==> src/rtl/opcode_tag_allocator.sv <==
// ---------------------------------------------------------------------------
// opcode_tag_allocator
//
// Hands out unique 9-bit opcode tags to incoming commands and takes them back
// when the command completes. Every opcode class owns its own pool of
// NUM_TAGS slots. A tag is {class, slot}, so downstream logic recovers the
// class from tag[8:6] and the slot from tag[5:0]
// (READ=0x000.., WRITE=0x040.., WAIT=0x080.., EVICT=0x0C0.., TRIM=0x100..).
//
// Ports
//   clk, rst_n   clock, asynchronous active-low reset
//   req_valid    command request valid
//   req_ready    request accepted when high together with req_valid
//   req_opcode   opcode class of the request (0..4 legal, 5..7 illegal)
//   tag_valid    allocated tag valid (registered)
//   tag_ready    downstream accepts tag
//   tag_out      allocated tag (registered)
//   rel_valid    tag release strobe, never back-pressured
//   rel_tag      tag being released
//   err          one-cycle pulses: bit0 bad release, bit1 illegal opcode
//   pool_empty   per class, 1 = no free tag
// ---------------------------------------------------------------------------
module opcode_tag_allocator #(
    parameter int unsigned NUM_TAGS = 16
) (
    input  logic       clk,
    input  logic       rst_n,
    input  logic       req_valid,
    output logic       req_ready,
    input  logic [2:0] req_opcode,
    output logic       tag_valid,
    input  logic       tag_ready,
    output logic [8:0] tag_out,
    input  logic       rel_valid,
    input  logic [8:0] rel_tag,
    output logic [1:0] err,
    output logic [4:0] pool_empty
);

    // Fixed by the opcode class set; deliberately not a parameter.
    localparam int unsigned NUM_TYPES = 5;

    typedef enum logic [2:0] {
        OP_READ  = 3'd0,
        OP_WRITE = 3'd1,
        OP_WAIT  = 3'd2,
        OP_EVICT = 3'd3,
        OP_TRIM  = 3'd4
    } opcodeEnumT;

    generate
        if (NUM_TAGS < 1 || NUM_TAGS > 64) begin : gBadNumTags
            $error("opcode_tag_allocator: NUM_TAGS must be within 1..64");
        end
    endgenerate

    // -----------------------------------------------------------------------
    // State
    // -----------------------------------------------------------------------
    logic [NUM_TAGS-1:0] busy     [NUM_TYPES];
    logic [NUM_TAGS-1:0] busyNext [NUM_TYPES];

    // -----------------------------------------------------------------------
    // Request side decode
    // -----------------------------------------------------------------------
    logic                reqLegal;
    logic [NUM_TAGS-1:0] reqRow;
    logic                reqRowFull;
    logic                freeFound;
    logic [5:0]          freeIdx;
    logic                outFree;
    logic                accept;
    logic                allocGo;
    logic                illegalGo;

    assign reqLegal = (req_opcode <= OP_TRIM);
    assign outFree  = !tag_valid || tag_ready;

    // Bitmap row of the requested class; an illegal class reads as all-busy
    // so no slot can ever be picked for it.
    always_comb begin
        reqRow = '1;
        for (int unsigned t = 0; t < NUM_TYPES; t++) begin
            if (req_opcode == 3'(t)) begin
                reqRow = busy[t];
            end
        end
    end

    assign reqRowFull = &reqRow;

    // Lowest free slot in the requested row, taken from the pre-release
    // bitmap so a same-cycle release never feeds the allocator.
    always_comb begin
        freeFound = 1'b0;
        freeIdx   = '0;
        for (int unsigned i = 0; i < NUM_TAGS; i++) begin
            if (!freeFound && !reqRow[i]) begin
                freeFound = 1'b1;
                freeIdx   = 6'(i);
            end
        end
    end

    // req_ready depends on req_opcode but never on req_valid.
    assign req_ready = reqLegal ? (outFree && !reqRowFull) : outFree;

    assign accept    = req_valid && req_ready;
    assign allocGo   = accept && reqLegal && freeFound;
    assign illegalGo = accept && !reqLegal;

    // -----------------------------------------------------------------------
    // Release side decode
    // -----------------------------------------------------------------------
    logic [2:0] relType;
    logic [5:0] relSlot;
    logic       relHit;
    logic       relOk;
    logic       relBad;

    assign relType = rel_tag[8:6];
    assign relSlot = rel_tag[5:0];

    // A release is good only if it names an existing class and slot whose
    // busy bit is set; anything else (double release, slot beyond NUM_TAGS,
    // class 5..7) falls through to relHit = 0.
    always_comb begin
        relHit = 1'b0;
        for (int unsigned t = 0; t < NUM_TYPES; t++) begin
            for (int unsigned i = 0; i < NUM_TAGS; i++) begin
                if (relType == 3'(t) && relSlot == 6'(i) && busy[t][i]) begin
                    relHit = 1'b1;
                end
            end
        end
    end

    assign relOk  = rel_valid && relHit;
    assign relBad = rel_valid && !relHit;

    // -----------------------------------------------------------------------
    // Next bitmap: clear and set land on the same edge. The set targets a
    // bit that is currently free and the clear a bit that is currently busy,
    // so they never collide.
    // -----------------------------------------------------------------------
    always_comb begin
        for (int unsigned t = 0; t < NUM_TYPES; t++) begin
            busyNext[t] = busy[t];
            for (int unsigned i = 0; i < NUM_TAGS; i++) begin
                if (relOk && relType == 3'(t) && relSlot == 6'(i)) begin
                    busyNext[t][i] = 1'b0;
                end
                if (allocGo && req_opcode == 3'(t) && freeIdx == 6'(i)) begin
                    busyNext[t][i] = 1'b1;
                end
            end
        end
    end

    always_ff @(posedge clk or negedge rst_n) begin
        if (!rst_n) begin
            for (int unsigned t = 0; t < NUM_TYPES; t++) begin
                busy[t] <= '0;
            end
        end else begin
            for (int unsigned t = 0; t < NUM_TYPES; t++) begin
                busy[t] <= busyNext[t];
            end
        end
    end

    // -----------------------------------------------------------------------
    // Pool status, combinational from the registered bitmap
    // -----------------------------------------------------------------------
    always_comb begin
        pool_empty = '0;
        for (int unsigned t = 0; t < NUM_TYPES; t++) begin
            pool_empty[t] = &busy[t];
        end
    end

    // -----------------------------------------------------------------------
    // Output stage and error pulses
    // -----------------------------------------------------------------------
    always_ff @(posedge clk or negedge rst_n) begin
        if (!rst_n) begin
            tag_valid <= 1'b0;
            tag_out   <= '0;
            err       <= '0;
        end else begin
            if (allocGo) begin
                tag_valid <= 1'b1;
                tag_out   <= {req_opcode, freeIdx};
            end else if (tag_ready) begin
                tag_valid <= 1'b0;
            end
            err <= {illegalGo, relBad};
        end
    end

endmodule

==> config.mk <==
export PLATFORM = sky130hd
export DESIGN_NAME = opcode_tag_allocator
export DESIGN_NICKNAME = d
export VERILOG_FILES = /design/src/rtl/opcode_tag_allocator.sv
export SDC_FILE = /design/constraint.sdc
export NUM_CORES = 1
export LEC_CHECK = 0
export CORE_AREA = 2 2 111 113
export DETAILED_ROUTE_END_ITERATION = 7
export DIE_AREA = 0 0 113 115
export GPL_TIMING_DRIVEN = 0
export PLACE_DENSITY = 0.68
export SYNTH_ARGS = -nofsm -noshare
export SYNTH_HDL_FRONTEND = slang
export SYNTH_SLANG_ARGS = --single-unit
==> constraint.sdc <==
create_clock -name clk -period 3.91 [get_ports clk]
set_clock_uncertainty 0.2 [all_clocks]
set_input_delay 0.782 -clock clk [delete_from_list [all_inputs] [get_ports clk]]
set_output_delay 0.782 -clock clk [all_outputs]
set_load 0.02 [all_outputs]
==> impl_metrics.toml <==
[pwr]
peakVddDrop_mv = 0.349
power_leakage_nw = 2.62
power_density_nw_per_um2 = 455
power_w = 0.00305

[timing]
max_freq_mhz = 255
finalHoldViolCount = 0
period_share = 1.00
maxSlewViolCount = 0
layout_setup_ws_ns = -0.0141
slew_headroom = 0.443
rsz0062_at_grt = "true"
worstMarginPinSlew_ns = 0.826
setup_viol = 1
setup_tns_ns = -0.0141
period_minus_slack_ns = 3.92

[clock_tree]
path_clk_slew_ns = 0.07
cts_made_buffers = 9
cts.sinks = 90
clkLatencyLatePin_ns = 0.35
htreeDepth = 3
cts_buffer_depth = 2
cts_tree = "done"
cts_root_buf = "clkbuf_16"
hold_buffers = 0

[synth]
synth.most_common_cell = "o21ai_0"
yosys.area.top_type_share = 0.392
synth_area_leaders = "dfrtp_1, o21ai_0, mux2i_1"
postSynthAreaPerCell_um2 = 9.22
yosys.area_share.simple = 0.193
synthCells = 623
synth_top_family_by_area = "compound AO/OA/AOI/OAI gates"
ys_top_cells_by_count = "o21ai_0, dfrtp_1, nand2_1"
synth_cell_types = 85
synthFlopType = "dfrtp_1"
synth_area_leader_cell = "dfrtp_1"
synth_area_um2 = 5750
synthAdderAreaFrac = 0
synthXorXnorAreaFrac = 0
ys.warnings.count = 0
synth-compound-area-share = 0.275
async_reset_ff_frac = 1.00
ys_seq_area_frac = 0.392
synth_edf_count = 0
synth-seq-cells = 90
synth.area.mux_share = 0.0819

[floorplan]
rows = 40
dieArea_um2 = 13000
start_util = 0.486
io-pin-count = 35
core_area_um2 = 11800
die_h_um = 115
die_w_um = 113

[routing]
via_per_inst = 7.06
vias = 5829
drt_iter0_drc = 902
dr.pass1.iters = 8
avgRoutedWirePerCell_um = 28.3
wl_um = 23400
antenna_left = 0
drc = 8

[setup_path]
startpoint_type = "input port"
crit_required_ns = 3.96
r2r_start = "busy[73]$_DFFE_PN0P_"
worstSetupEndpointType = "register"
critPathMaxFanout = 10
crit_type = "input port to register"
rrSetupSlack_ns = 0.83
r2r_end = "busy[65]$_DFFE_PN0P_"
critPathArrivalTime_ns = 3.98
startpoint = "rel_tag[3]"
rr_worst_depth = 9

[layout]
syn_to_final_growth_pct = 16.5
nFillCells = 1062
regArea_um2 = 2250
final_nets = 690
final_util = 0.567
drive_gt1_frac = 0.187
multiInputGateArea_um2 = 3270

[grt]
grt_pass1_vias = 5598
overflow = 0
grt_pass1_wl_um = 35400
gr-usage-all-layers = 0.371
grt_max_degree = 53
antenna_found_initial = 0

[placement]
dpl.hpwl_um = 17300
dp_slack_ns = -1.02
gp_congestion = 1.05
io_buffers = 26

[min_path]
hold_path_class = "input port to asynchronous set/reset pin"

[status]
violations = "DRC, setup timing"
status = "complete, but fails checks"

[flow_run]
cap_violations = 0
==> worst max-delay path by stage <==
stage,cells past startpoint,to
4_1_cts,11,busy[0]$_DFFE_PN0P_
3_5_place_dp,10,req_ready
5_1_grt,10,busy[35]$_DFFE_PN0P_
6_report,11,busy[16]$_DFFE_PN0P_
3_3_place_gp,1,tag_out[3]$_DFFE_PN0P_
2_1_floorplan,8,req_ready
==> logic make-up after synthesis <==
kind of cell	count (synthesis)
simple gates	184
compound gates	249
mux	42
buf+inv	57
other cells	1
flops	90
==> layout make-up <==
cell class	instances	area share
diodes	1	0.000374
plain buffers	42	0.0430
clock buffers	11	0.0363
clock inverters	5	0.00561
inverters	13	0.00729
multi-input cells	477	0.488
flip-flops and latches	90	0.337
well taps	147	0.0275
repair buffers	40	0.0553
==> flip-flops by register name (all words and copies together) (netlist names) <==
name / cells
err: 2
busy: 80
tag_out: 7
tag_valid: 1
==> timing repair <==
| action | in CTS | in global routing |
|---|---|---|
| setup buffers | 10 | 2 |
| gates resized for setup | 30 | 16 |
| endpoints found under the setup margin | 43 | 47 |
| pin swaps | 7 | 4 |
| gates cloned | 1 | 0 |
==> metal layers <==
layer  vias to the layer above  wire length, µm  track usage
li1                       2500                -            -
met1                      2888             9470        0.496
met2                       377            10400        0.571
met3                        64             2540       0.0986
met4                         0              940        0.160
met5                         -                0            0
==> per-stage QoR <==
stage | hold slack (ns) | std cells | instance area [µm²]
final | 0.195 | 826 | 6690
after global routing | 0.242 | 825 | 6690
after CTS | 0.224 | 824 | 6660
after detailed placement | 0.292 | 798 | 6220
after global placement | 0.281 | 797 | 6190
after floorplan | 0.286 | 624 | 5750
==> where the power goes <==
part           switching [W]  leakage [nW]  total, W  internal (W)
Clock               0.000399         0.133  0.000851      0.000453
Combinational       0.000461          1.32  0.000793      0.000332
Sequential          0.000293          1.17   0.00140       0.00111
==> critical path: stages <==
cell             delay (ns)
clkdlybuf4s50_1        0.55
buf_2                  0.28
nor4b_4                0.17
buf_2                  0.22
and3_1                 0.21
a2111oi_1              0.61
nand4_1                0.24
nand3_1                0.33
buf_2                  0.36
o21ai_0                0.12
o31ai_1                0.08
==> layout by cell type, fill, tap and decap left out, types with 16 or more instances in the layout <==
cell             count
buf_2               16
nand2_1             41
nor2_1              18
mux2i_1             26
o21ai_1             33
buf_4               19
dfrtp_1             90
o21ai_0            119
nand4_1             26
nand3_1             16
clkdlybuf4s50_1     21
Note: power is estimated with default switching activity, not from simulation.
